`config.mk`:
```
export PLATFORM = sky130hd
export DESIGN_NAME = code_loader_flat
export DESIGN_NICKNAME = d
export VERILOG_FILES = /design/src/rtl/loader_pkg.sv /design/src/rtl/code_loader_if.sv /design/src/rtl/code_loader.sv /design/src/flat_wrapper.sv
export SDC_FILE = /design/constraint.sdc
export NUM_CORES = 1
export LEC_CHECK = 0
export BUFFER_PORTS_ARGS = -buffer_cell sky130_fd_sc_hd__buf_2
export CORE_ASPECT_RATIO = 0.75
export CORE_MARGIN = 10
export CORE_UTILIZATION = 45
export DETAILED_ROUTE_END_ITERATION = 6
export GPL_TIMING_DRIVEN = 0
export PLACE_DENSITY = 0.71
export SLEW_MARGIN = 10
export SYNTH_ARGS = -nofsm -noshare
export SYNTH_HDL_FRONTEND = slang
export SYNTH_SLANG_ARGS = --single-unit
export TNS_END_PERCENT = 20
```
`constraint.sdc`:
```
create_clock -name clock -period 2.8 [get_ports clock]
set_input_delay 0 -clock clock [delete_from_list [all_inputs] [get_ports clock]]
set_output_delay 0 -clock clock [all_outputs]
set_load 0.1 [all_outputs]
```
`src/rtl/loader_pkg.sv`:
```
// loader_pkg: shared states and framing constants for the boot-time code loader.
package loader_pkg;
  typedef enum logic [3:0] {IDLE, CNT_LO, CNT_HI, B0, B1, B2, CSUM, DONE, ERROR} state_t;
  localparam logic [7:0] SYNC_BYTE = 8'hA5;
  localparam int WORD_BYTES = 3;
endpackage

```
`src/rtl/code_loader_if.sv`:
```
// code_loader_if: byte receiver input, code memory write port and core control.
interface code_loader_if #(parameter int ADDR_SIZE = 18, parameter int WORD_SIZE = 18);
  logic rx_valid;
  logic [7:0] rx_data;
  logic mem_write_enable;
  logic [ADDR_SIZE-1:0] mem_addr;
  logic [WORD_SIZE-1:0] mem_data;
  logic cpu_reset;
  logic done;
  logic error;
  modport master (input rx_valid, rx_data, output mem_write_enable, mem_addr, mem_data, cpu_reset, done, error);
  modport slave (output rx_valid, rx_data, input mem_write_enable, mem_addr, mem_data, cpu_reset, done, error);
endinterface

```
`src/rtl/code_loader.sv`:
```
// code_loader: assembles framed bytes into 18-bit words, writes code memory, releases the core on a verified image.
module code_loader import loader_pkg::*; #(
  parameter int ADDR_SIZE = 18,
  parameter int WORD_SIZE = 18,
  parameter int MEM_SIZE = 1024,
  parameter int BASE_ADDR = 0,
  parameter int TIMEOUT_CYCLES = 1000000
) (
  input logic clock,
  input logic reset,
  code_loader_if.master bus
);
  localparam int TW = $clog2(TIMEOUT_CYCLES + 1);
  state_t state, state_n;
  logic [7:0] lo, lo_n, b0, b0_n, b1, b1_n, csum, csum_n;
  logic [15:0] words, words_n;
  logic [TW-1:0] tmr, tmr_n;
  logic we_n, cpu_reset_n, done_n, error_n, fail;
  logic [ADDR_SIZE-1:0] addr_n;
  logic [WORD_SIZE-1:0] data_n;
  always_ff @(posedge clock) begin
    if (reset) begin
      state <= IDLE;
      lo <= '0;
      b0 <= '0;
      b1 <= '0;
      csum <= '0;
      words <= '0;
      tmr <= '0;
      bus.mem_write_enable <= 1'b0;
      bus.mem_addr <= ADDR_SIZE'(BASE_ADDR);
      bus.mem_data <= '0;
      bus.cpu_reset <= 1'b1;
      bus.done <= 1'b0;
      bus.error <= 1'b0;
    end else begin
      state <= state_n;
      lo <= lo_n;
      b0 <= b0_n;
      b1 <= b1_n;
      csum <= csum_n;
      words <= words_n;
      tmr <= tmr_n;
      bus.mem_write_enable <= we_n;
      bus.mem_addr <= addr_n;
      bus.mem_data <= data_n;
      bus.cpu_reset <= cpu_reset_n;
      bus.done <= done_n;
      bus.error <= error_n;
    end
  end
  always_comb begin
    state_n = state;
    lo_n = lo;
    b0_n = b0;
    b1_n = b1;
    csum_n = csum;
    words_n = words;
    tmr_n = '0;
    we_n = 1'b0;
    addr_n = bus.mem_write_enable ? bus.mem_addr + 1'b1 : bus.mem_addr;
    data_n = bus.mem_data;
    cpu_reset_n = bus.cpu_reset;
    done_n = bus.done;
    error_n = bus.error;
    fail = 1'b0;
    if (state inside {IDLE, DONE, ERROR}) begin
      if (bus.rx_valid && bus.rx_data == SYNC_BYTE) begin
        state_n = CNT_LO;
        csum_n = '0;
        error_n = 1'b0;
        cpu_reset_n = 1'b1;
        done_n = 1'b0;
      end
    end else if (!bus.rx_valid) begin
      tmr_n = tmr + 1'b1;
      fail = tmr == TW'(TIMEOUT_CYCLES - 1);
    end else begin
      csum_n = state == CSUM ? csum : csum + bus.rx_data;
      unique case (state)
        CNT_LO: begin
          lo_n = bus.rx_data;
          state_n = CNT_HI;
        end
        CNT_HI: begin
          words_n = {bus.rx_data, lo};
          addr_n = ADDR_SIZE'(BASE_ADDR);
          fail = int'({bus.rx_data, lo}) > MEM_SIZE;
          state_n = words_n == '0 ? CSUM : B0;
        end
        B0: begin
          b0_n = bus.rx_data;
          state_n = B1;
        end
        B1: begin
          b1_n = bus.rx_data;
          state_n = B2;
        end
        B2: begin
          fail = |bus.rx_data[7:2];
          we_n = !fail;
          data_n = fail ? bus.mem_data : WORD_SIZE'({bus.rx_data[1:0], b1, b0});
          words_n = words - 1'b1;
          state_n = words == 16'd1 ? CSUM : B0;
        end
        CSUM: begin
          fail = bus.rx_data != csum;
          state_n = DONE;
          done_n = 1'b1;
          cpu_reset_n = 1'b0;
        end
        default: ;
      endcase
    end
    if (fail) begin
      state_n = ERROR;
      error_n = 1'b1;
      done_n = 1'b0;
      cpu_reset_n = 1'b1;
    end
  end
endmodule

```
`src/flat_wrapper.sv`:
```
// flat-port wrapper written by rule: the top's interface ports become plain ports
module code_loader_flat import loader_pkg::*;
#(
  parameter int ADDR_SIZE = 18,
  parameter int WORD_SIZE = 18,
  parameter int MEM_SIZE = 1024,
  parameter int BASE_ADDR = 0,
  parameter int TIMEOUT_CYCLES = 1000000
)
  (clock, reset, bus_rx_valid, bus_rx_data, bus_mem_write_enable, bus_mem_addr, bus_mem_data, bus_cpu_reset, bus_done, bus_error);
  code_loader_if #(.ADDR_SIZE(ADDR_SIZE), .WORD_SIZE(WORD_SIZE)) bus_i ();
  input logic clock;
  input logic reset;
  input wire logic [$bits(bus_i.rx_valid)-1:0] bus_rx_valid;
  input wire logic [$bits(bus_i.rx_data)-1:0] bus_rx_data;
  output wire logic [$bits(bus_i.mem_write_enable)-1:0] bus_mem_write_enable;
  output wire logic [$bits(bus_i.mem_addr)-1:0] bus_mem_addr;
  output wire logic [$bits(bus_i.mem_data)-1:0] bus_mem_data;
  output wire logic [$bits(bus_i.cpu_reset)-1:0] bus_cpu_reset;
  output wire logic [$bits(bus_i.done)-1:0] bus_done;
  output wire logic [$bits(bus_i.error)-1:0] bus_error;
  assign bus_i.rx_valid = bus_rx_valid;
  assign bus_i.rx_data = bus_rx_data;
  assign bus_mem_write_enable = bus_i.mem_write_enable;
  assign bus_mem_addr = bus_i.mem_addr;
  assign bus_mem_data = bus_i.mem_data;
  assign bus_cpu_reset = bus_i.cpu_reset;
  assign bus_done = bus_i.done;
  assign bus_error = bus_i.error;
  code_loader #(.ADDR_SIZE(ADDR_SIZE), .WORD_SIZE(WORD_SIZE), .MEM_SIZE(MEM_SIZE), .BASE_ADDR(BASE_ADDR), .TIMEOUT_CYCLES(TIMEOUT_CYCLES)) u_core (.clock(clock), .reset(reset), .bus(bus_i));
endmodule
```
==> run summary, run 1 <==
DP Worst Slack - 436 ps
Top cells by area, synth - dfxtp_1 (42%), nand2_1 (6.3%), nor2_1 (5.5%)
Critical Path Source Type - register
Num CTS Buffers - 9
#FFs+latches synth - 112
Area after DPL - 0.00572 mm^2
TNS Setup - 0 ps
Critical R2R Capture - u_core.csum[0]
Most instantiated cells after synthesis - dfxtp_1 (112), nand2_1 (88), nor2_1 (78)
Switching Power - 0.717 mW
Finished Layout Cells - 867
Yosys top cell area share - 0.425
Fin util - 0.528
Number of global-route vias before repair - 4561
Library cells used by synthesis - 56
Cell area power density - 502 mW/mm^2
RSZ-0062 raised after global routing - no
Worst Hold Path Cells - 3
Final instance area - 0.00609 mm^2
MaxCap Viol Count - 0
P_int - 2.34 mW
Cell row count - 34
Vias/cell - 5.52
Pin count of the biggest net entering global routing - 21
Hold Path End - u_core.lo[5]
H-tree depth - 3
VDD IR max - 0.314 mV
Register area share after synthesis - 0.425
Die Ht - 114 um
Width of the die - 145 um
Clock Power Share - 0.442
ANT nets after route - 0
Final hold vios - 0
Sw frac - 0.234
Syn Area/Cell - 8.30 um^2
FF-to-FF setup slack - 360 ps
Clock Pin Slew Worst Setup and Hold Paths - 80 ps
Critical setup path kind - register to register
Final Worst Setup Slack - 365 ps
First-pass DRT Iterations - 5
CTS tree - built
Worst r2r path cells - 8
# setup viols final - 0
Clk sink count - 112
Gate power share - 0.036
Cell area after synthesis - 0.00528 mm^2
Multi-input gate area - 0.00285 mm^2
Initial antenna violation count - 0
Sequential share of power - 0.521
Grt ovf - 0
Hpwl dp - 9.97 mm
Relative slew slack - 0.503
Drt drc - 0
Register area - 0.00224 mm^2
Post-synth EDFFs - 0
Clk_lat worst skew - 360 ps
Vias - 4787
Setup Skew - 9.47 ps
Worst EP arrival - 2720 ps
Global-route usage over all layers - 0.163
Initial Util - 0.458
Min-Delay Path Class - primary input to register
P_leak - 2.30 nW
Status - complete, no violations
Number of diodes - 0
Max Fanout on Critical Path - 10
Area grow syn2layout - 15.3%
Pins Over Slew Limit - 0
Cells after synthesis - 636
Placer Congestion - 0.880
Cells resized by post-CTS repair - 0
Port buffer count - 48
Highest clock rate - 411 MHz
HP Start - bus_rx_data[5]
Starting DRC count in detailed routing - 522
First-pass GRT wire length - 22.6 mm
Total power - 3.06 mW
CP Capture Type - register
Ys async rst share - 0
Cells after DPL - 846
Synth area leader - dfxtp_1
Share of cells above drive strength 1 - 0.113
Synth Flop Type - dfxtp_1
Clock tree buffer depth - 2
Period Utilization, post-route - 0.870
Post-layout minimum cycle time - 2440 ps
# nets final - 723
CP required - 3090 ps
Synth warn - 0
Overall die area - 0.0165 mm^2
Fillers - 1071
Clock root cell - clkbuf_16
Syn Nets - 659
Slew of the pin with the lowest slew margin - 739 ps
Routed wire per std cell - 15.7 um
R2r startpoint - u_core.state[2]
Ports - 51
Dominant cell by count in the synthesized netlist - dfxtp_1
Hold WS - 34.9 ps
Core Area - 0.0115 mm^2
Routed wire length - 13.6 mm
flip-flops by register name, indices dropped and copies added, names as in the netlist:
register and cells:
u_core.tmr 20, u_core.bus.mem_addr 18, u_core.bus.mem_data 18, u_core.words 16, u_core.b0 8, u_core.b1 8
u_core.csum 8, u_core.lo 8, u_core.state 4, u_core.bus.cpu_reset 1, u_core.bus.done 1, u_core.bus.error 1
u_core.bus.mem_write_enable 1
worst max-delay path: stages, from the launching register on:
cell and delay, ps:
dfxtp_1 310, clkbuf_1 210, nor3_1 440, a31oi_1 240
or2_1 370, o21ai_1 130, clkbuf_1 330, nand3_1 150
a21oi_1 180
what timing repair did:
action                                  CTS  global route
buffers inserted                          0             0
endpoints found under the setup margin    0             0
hold endpoints to repair                  5             0
hold buffers                              5             0
cell families after synthesis:
kind of cell | Yosys count | synth area share
flip-flops | 112 | 0.425
multiplexers | 23 | 0.0436
adder cells (fa/ha/maj) | 12 | 0.0299
AO/OA/AOI/OAI | 111 | 0.127
AND/OR/NAND/NOR | 299 | 0.273
XOR/XNOR | 40 | 0.0664
buffers and inverters | 39 | 0.0353
power groups by stage:
stage | clock (mW) | sequential, mW | combinational (mW)
after floorplan | 0 | 1.63 | 0.0621
after global placement | 0 | 1.63 | 0.102
after detailed placement | 0 | 1.63 | 0.104
after CTS | 1.39 | 1.59 | 0.110
after global routing | 1.45 | 1.59 | 0.122
final | 1.35 | 1.59 | 0.111
worst max-delay path by stage:
stage	start	to	slack [ps]	cells after the start
6_report	u_core.state[2]	u_core.csum[0]	360	8
5_1_grt	u_core.state[2]	u_core.csum[0]	70	8
4_1_cts	u_core.state[2]	u_core.csum[0]	410	8
3_5_place_dp	u_core.state[2]	u_core.csum[0]	440	8
3_3_place_gp	u_core.state[3]	u_core.bus.mem_data[10]	480	7
2_1_floorplan	u_core.bus.mem_write_enable	u_core.bus.mem_addr[17]	410	7
final cells by class:
cell class / count / area share
Clock buffer: 9 / 0.0370
Inverter: 7 / 0.00432
Sequential cell: 112 / 0.368
Clock inverter: 7 / 0.0148
Multi-Input combinational cell: 485 / 0.468
Timing Repair Buffer: 53 / 0.0477
Tap cell: 162 / 0.0333
Buffer: 32 / 0.0263
per-layer routing:
layer,share of wire,wire length (um),global-route usage
met3,0.058,790,0.0388
met4,0.020,276,0.0551
met2,0.46,6220,0.262
met1,0.47,6370,0.213
met5,0,0,0
layout by cell type (no fill, tap or decap), drive strengths merged, types with 13 or more instances in the layout:
cell / netlist / final
nand2: 88 / 88
buf: 4 / 52
nor3: 13 / 13
nand3: 44 / 44
xor2: 23 / 23
nor2: 80 / 80
mux2i: 23 / 23
o21ai: 23 / 23
dfxtp: 112 / 112
clkbuf: 28 / 37
nand2b: 15 / 15
xnor2: 17 / 17
a21oi: 51 / 51
No activity file was read; power rests on OpenSTA's default activity.
==> run 2, diff against run 1 <==
==> constraint.sdc (replaced) <==
create_clock -name clock -period 2.8 [get_ports clock]
set_input_delay 0.56 -clock clock [delete_from_list [all_inputs] [get_ports clock]]
set_output_delay 0.56 -clock clock [all_outputs]
set_load 0.1 [all_outputs]
==> run 2 against run 1 <==
Combinational power is 5% lower. Clock-buffer cell count stayed put. Non-clock buffer count is 5 lower. Flip-flop and latch count unchanged. Largest cell class unchanged. Highest routed layer unchanged.
==> run summary, run 2 (synthesis gave the netlist of run 1 again) <==
Largest register FFs - 20 (unchanged)
Pin count of the biggest net entering global routing - 21 (unchanged)
Status - complete, no violations (unchanged)
Number of diodes - 0 (unchanged)
First-pass DRT Iterations - 5 (unchanged)
TNS Setup - 0 ps (unchanged)
Clock Pin Slew Worst Setup and Hold Paths - 80 ps (about the same)
Global-route usage over all layers - 0.163 (about the same)
Worst EP arrival - 2730 ps (was 2720 ps)
Most common cell after layout, fill and taps aside - dfxtp_1 (unchanged)
Overall die area - 0.0165 mm^2 (unchanged)
P_int - 2.34 mW (about the same)
Cells resized by post-CTS repair - 0 (unchanged)
Register area - 0.00224 mm^2 (unchanged)
Sequential share of power - 0.522 (was 0.521)
Hpwl dp - 9.97 mm (unchanged)
Final Worst Setup Slack - 359 ps (was 365 ps)
Slew of the pin with the lowest slew margin - 700 ps (was 739 ps)
Placer Congestion - 0.880 (unchanged)
Post-layout minimum cycle time - 2440 ps (about the same)
Setup Skew - 9.77 ps (was 9.47 ps)
Fillers - 1078 (was 1071)
Width of the die - 145 um (unchanged)
Sw frac - 0.235 (was 0.234)
P_leak - 2.28 nW (was 2.30 nW)
# setup viols final - 0 (unchanged)
Relative slew slack - 0.530 (was 0.503)
Reg with most FFs - u_core.tmr (unchanged)
Gate power share - 0.035 (was 0.036)
Clk sink count - 112 (unchanged)
Number of global-route vias before repair - 4553 (was 4561)
CP Capture Type - register (unchanged)
Vias - 4745 (was 4787)
Cell row count - 34 (unchanged)
ANT nets after route - 0 (unchanged)
Ports - 51 (unchanged)
Die Ht - 114 um (unchanged)
Routed wire length - 13.6 mm (about the same)
VDD IR max - 0.314 mV (about the same)
Critical Path Source Type - register (unchanged)
Hold-fix buffers at CTS - 0 (was 5)
Core Area - 0.0115 mm^2 (unchanged)
Min-Delay Path Class - register to register (was primary input to register)
Largest registers - u_core.tmr (20), u_core.bus.mem_addr (18), u_core.bus.mem_data (18) (unchanged)
Num CTS Buffers - 9 (unchanged)
Initial Util - 0.458 (unchanged)
Final hold vios - 0 (unchanged)
Switching Power - 0.716 mW (was 0.717 mW)
Starting DRC count in detailed routing - 438 (was 522)
Routed wire per std cell - 15.8 um (was 15.7 um)
Max Fanout on Critical Path - 10 (unchanged)
Period Utilization, post-route - 0.872 (was 0.870)
Post-CTS Repair Setup Buffers - 0 (unchanged)
Clock root cell - clkbuf_16 (unchanged)
Grt ovf - 0 (unchanged)
Initial antenna violation count - 0 (unchanged)
CP required - 3080 ps (was 3090 ps)
RSZ-0062 raised after global routing - no (unchanged)
Port buffer count - 48 (unchanged)
CTS tree - built (unchanged)
H-tree depth - 3 (unchanged)
Commonest cells after routing, fill and taps aside - dfxtp_1 (112), nand2_1 (88), nor2_1 (78), a21oi_1 (51), buf_2 (49) (unchanged)
MaxCap Viol Count - 0 (unchanged)
Area grow syn2layout - 14.4% (was 15.3%)
Pins Over Slew Limit - 0 (unchanged)
Clk_lat worst skew - 360 ps (about the same)
Clock tree buffer depth - 2 (unchanged)
Cell area power density - 506 mW/mm^2 (was 502 mW/mm^2)
DP Worst Slack - 84.5 ps (was 436 ps)
Highest clock rate - 410 MHz (was 411 MHz)
Vias/cell - 5.50 (was 5.52)
Clock Power Share - 0.443 (was 0.442)
Share of cells above drive strength 1 - 0.114 (was 0.113)
Critical setup path kind - register to register (unchanged)
Multi-input gate area - 0.00285 mm^2 (unchanged)
# nets final - 718 (was 723)
First-pass GRT wire length - 22.5 mm (was 22.6 mm)
Drt drc - 0 (unchanged)
[run 2: worst paths after layout]
path / startpoint / to / slack, ps / depth (start not counted)
worst max-delay path: u_core.state[2] / u_core.csum[0] / 360 / 8
worst min-delay path: u_core.b1[4] / u_core.bus.mem_data[12] / 460 / 2
worst min register to register: u_core.b1[4] / u_core.bus.mem_data[12] / 460 / 2
worst max register to register: u_core.state[2] / u_core.csum[0] / 360 / 8
[run 2: power by group through the flow]
stage | registers (mW) | clock network, mW | logic (mW)
2_1_floorplan | 1.63 | 0 | 0.0621
3_3_place_gp | 1.63 | 0 | 0.102
3_5_place_dp | 1.63 | 0 | 0.104
4_1_cts | 1.59 | 1.39 | 0.104
5_1_grt | 1.59 | 1.45 | 0.116
6_report | 1.59 | 1.35 | 0.106
[run 2: layer usage]
| layer | vias to the layer above | global-route usage | wire (um) |
|---|---|---|---|
| met4 | 0 | 0.0551 | 265 |
| met2 | 136 | 0.260 | 6190 |
| li1 | 2333 | - | - |
| met5 | - | 0 | 0 |
| met1 | 2254 | 0.212 | 6370 |
| met3 | 22 | 0.0396 | 803 |
[run 2: critical path: stages (launching register included)]
cell and delay (ps):
dfxtp_1 310, clkbuf_1 220, nor3_1 440, a31oi_1 240, or2_1 370, o21ai_1 130
clkbuf_1 330, nand3_1 140, a21oi_1 180
[run 2: final cells by class]
| class | instances | share of cell area |
|---|---|---|
| multi-input combinational | 485 | 0.472 |
| buffer | 32 | 0.0265 |
| clock inverter | 7 | 0.0149 |
| inverter | 7 | 0.00435 |
| sequential | 112 | 0.371 |
| tap | 162 | 0.0336 |
| timing repair buffer | 48 | 0.0398 |
| clock buffer | 9 | 0.0373 |
[run 2: metrics by stage]
| step | std cells | util | area [um^2] | hold slack (ps) | power, mW |
|---|---|---|---|---|---|
| 4_1_cts | 862 | 0.524 | 6040 | 463 | 3.08 |
| 5_1_grt | 862 | 0.524 | 6040 | 470 | 3.16 |
| 3_5_place_dp | 846 | 0.496 | 5720 | 444 | 1.74 |
| 6_report | 862 | 0.524 | 6040 | 460 | 3.05 |
| 3_3_place_gp | 846 | 0.496 | 5720 | 444 | 1.73 |
| 2_1_floorplan | 636 | - | 5280 | 430 | 1.69 |
==> run 3, diff against run 2 <==
CORE_UTILIZATION = 30   (was 45)
CTS_BUF_LIST = sky130_fd_sc_hd__clkbuf_8   (was not set)
CTS_CLUSTER_DIAMETER = 120   (was not set)
PLACE_DENSITY = 0.54   (was 0.71)
==> run 3 against run 2 <==
Utilization decreased by 17 points. Final cell count up 8.6%. First-iteration DRC count down 21%. Highest routed layer unchanged. Setup slack worse by 120 ps. Clock skew shrank 0.59 ps. Maximum frequency decreased by 4.8%. Wire length up 2.9%. Worst hold slack worse by 3.7 ps. Combinational power hardly changed. Power is 9.9% lower.
==> run summary, run 3 (synthesis gave the netlist of run 1 again) <==
Routed wire per std cell - 15.0 um (was 15.8 um)
CP Capture Type - register (unchanged)
Port buffer count - 48 (unchanged)
Final hold vios - 0 (unchanged)
Cell row count - 41 (was 34)
Min-Delay Path Class - register to register (unchanged)
Clock Pin Slew Worst Setup and Hold Paths - 110 ps (was 80 ps)
Number of diodes - 0 (unchanged)
Grt ovf - 0 (unchanged)
Core Area - 0.0170 mm^2 (was 0.0115 mm^2)
CP required - 3130 ps (was 3080 ps)
# setup viols final - 0 (unchanged)
Setup Skew - 9.18 ps (was 9.77 ps)
Clk_lat worst skew - 390 ps (was 360 ps)
P_int - 2.06 mW (was 2.34 mW)
Overall die area - 0.0234 mm^2 (was 0.0165 mm^2)
Worst Setup SP - u_core.state[2] (unchanged)
First-pass GRT wire length - 23.3 mm (was 22.5 mm)
Drt drc - 0 (unchanged)
Initial antenna violation count - 0 (unchanged)
CTS tree - built (unchanged)
Status - complete, no violations (unchanged)
Num CTS Buffers - 9 (unchanged)
Routed wire length - 14.0 mm (was 13.6 mm)
Clock tree buffer depth - 2 (unchanged)
Placer Congestion - 0.827 (was 0.880)
R2r startpoint - u_core.state[2] (unchanged)
Clk sink count - 112 (unchanged)
# nets final - 718 (unchanged)
Ports - 51 (unchanged)
Final Worst Setup Slack - 235 ps (was 359 ps)
Clock Power Share - 0.381 (was 0.443)
P_leak - 2.24 nW (was 2.28 nW)
DP Worst Slack - 39.9 ps (was 84.5 ps)
Die Ht - 135 um (was 114 um)
H-tree depth - 3 (unchanged)
VDD IR max - 0.254 mV (was 0.314 mV)
Switching Power - 0.693 mW (was 0.716 mW)
Critical Path Source Type - register (unchanged)
Pin count of the biggest net entering global routing - 21 (unchanged)
TNS Setup - 0 ps (unchanged)
Largest registers - u_core.tmr (20), u_core.bus.mem_addr (18), u_core.bus.mem_data (18) (unchanged)
ANT nets after route - 0 (unchanged)
Area grow syn2layout - 14.2% (was 14.4%)
MaxCap Viol Count - 0 (unchanged)
Worst Hold Path Cells - 2 (unchanged)
First-pass DRT Iterations - 5 (unchanged)
Worst setup path endpoint - u_core.csum[4] (was u_core.csum[0])
Sequential share of power - 0.580 (was 0.522)
Post-layout minimum cycle time - 2570 ps (was 2440 ps)
Vias/cell - 4.85 (was 5.50)
Cell area power density - 457 mW/mm^2 (was 506 mW/mm^2)
Share of cells above drive strength 1 - 0.113 (was 0.114)
Post-CTS Repair Setup Buffers - 0 (unchanged)
Reg with most FFs - u_core.tmr (unchanged)
Sw frac - 0.252 (was 0.235)
Commonest cells after routing, fill and taps aside - dfxtp_1 (112), nand2_1 (88), nor2_1 (78), a21oi_1 (51), buf_2 (49) (unchanged)
Starting DRC count in detailed routing - 345 (was 438)
Worst r2r path cells - 8 (unchanged)
Critical setup path kind - register to register (unchanged)
Hold-fix buffers at CTS - 0 (unchanged)
Most common cell after layout, fill and taps aside - dfxtp_1 (unchanged)
Hold WS - 456 ps (was 460 ps)
Highest clock rate - 390 MHz (was 410 MHz)
FF-to-FF setup slack - 230 ps (was 360 ps)
Cells resized by post-CTS repair - 0 (unchanged)
Finished Layout Cells - 936 (was 862)
Total power - 2.75 mW (was 3.05 mW)
Clock root cell - clkbuf_8 (was clkbuf_16)
Largest register FFs - 20 (unchanged)
Cells after DPL - 920 (was 846)
Relative slew slack - 0.465 (was 0.530)
Global-route usage over all layers - 0.122 (was 0.163)
Vias - 4544 (was 4745)
Max Fanout on Critical Path - 10 (unchanged)
Pins Over Slew Limit - 0 (unchanged)
Slew of the pin with the lowest slew margin - 798 ps (was 700 ps)
Initial Util - 0.310 (was 0.458)
Gate power share - 0.039 (was 0.035)
Period Utilization, post-route - 0.916 (was 0.872)
Hpwl dp - 10.3 mm (was 9.97 mm)
Number of global-route vias before repair - 4279 (was 4553)
RSZ-0062 raised after global routing - no (unchanged)
Width of the die - 173 um (was 145 um)
Worst EP arrival - 2890 ps (was 2730 ps)
Critical R2R Capture - u_core.csum[4] (was u_core.csum[0])
[run 3: changes by cell type in the layout (fill, tap and decap cells not counted), sizes merged]
cell,before,now
clkinvlp,2,1
inv,9,11
clkinv,2,1
[run 3: layout make-up]
type	instances	area, um^2
repair buffers	48	240
well taps	236	295
plain buffers	32	160
flip-flops and latches	112	2240
clock inverters	7	88.8
multi-input cells	485	2850
fillers	1841	11000
inverters	7	26.3
clock buffers	9	124
[run 3: metrics by stage]
step,utilization,instance area (um^2)
6_report,0.354,6030
5_1_grt,0.354,6030
4_1_cts,0.354,6030
3_5_place_dp,0.341,5810
3_3_place_gp,0.341,5810
2_1_floorplan,-,5280
[run 3: worst min-delay path by stage]
stage | from | to | slack (ps)
5_1_grt | bus_rx_data[4] | u_core.lo[4] | 480
2_1_floorplan | u_core.tmr[0] | u_core.tmr[0] | 430
4_1_cts | u_core.b0[1] | u_core.bus.mem_data[1] | 460
6_report | u_core.b0[6] | u_core.bus.mem_data[6] | 460
3_3_place_gp | u_core.b0[1] | u_core.bus.mem_data[1] | 440
3_5_place_dp | u_core.b0[1] | u_core.bus.mem_data[1] | 440
[run 3: critical path, cell delays in order (launching register included)]
cell	delay [ps]
dfxtp_1	330
clkbuf_1	210
nor3_1	460
a31oi_1	290
or2_1	390
o21ai_1	120
clkbuf_1	380
nand3_1	140
a21oi_1	180
[run 3: per-layer routing]
layer	part of all wire	track usage	vias to the layer above	wire length, um
li1	-	-	2333	-
met1	0.53	0.180	2111	7440
met2	0.42	0.170	95	5830
met3	0.045	0.0312	5	628
met4	0.0089	0.0301	0	125
met5	0	0	-	0
[run 3: power groups by stage]
| stage | Sequential [mW] | Combinational (mW) | Clock [mW] |
|---|---|---|---|
| after floorplan | 1.63 | 0.0621 | 0 |
| after global placement | 1.63 | 0.109 | 0 |
| after detailed placement | 1.63 | 0.108 | 0 |
| after CTS | 1.60 | 0.109 | 1.09 |
| after global routing | 1.60 | 0.119 | 1.15 |
| final | 1.60 | 0.108 | 1.05 |
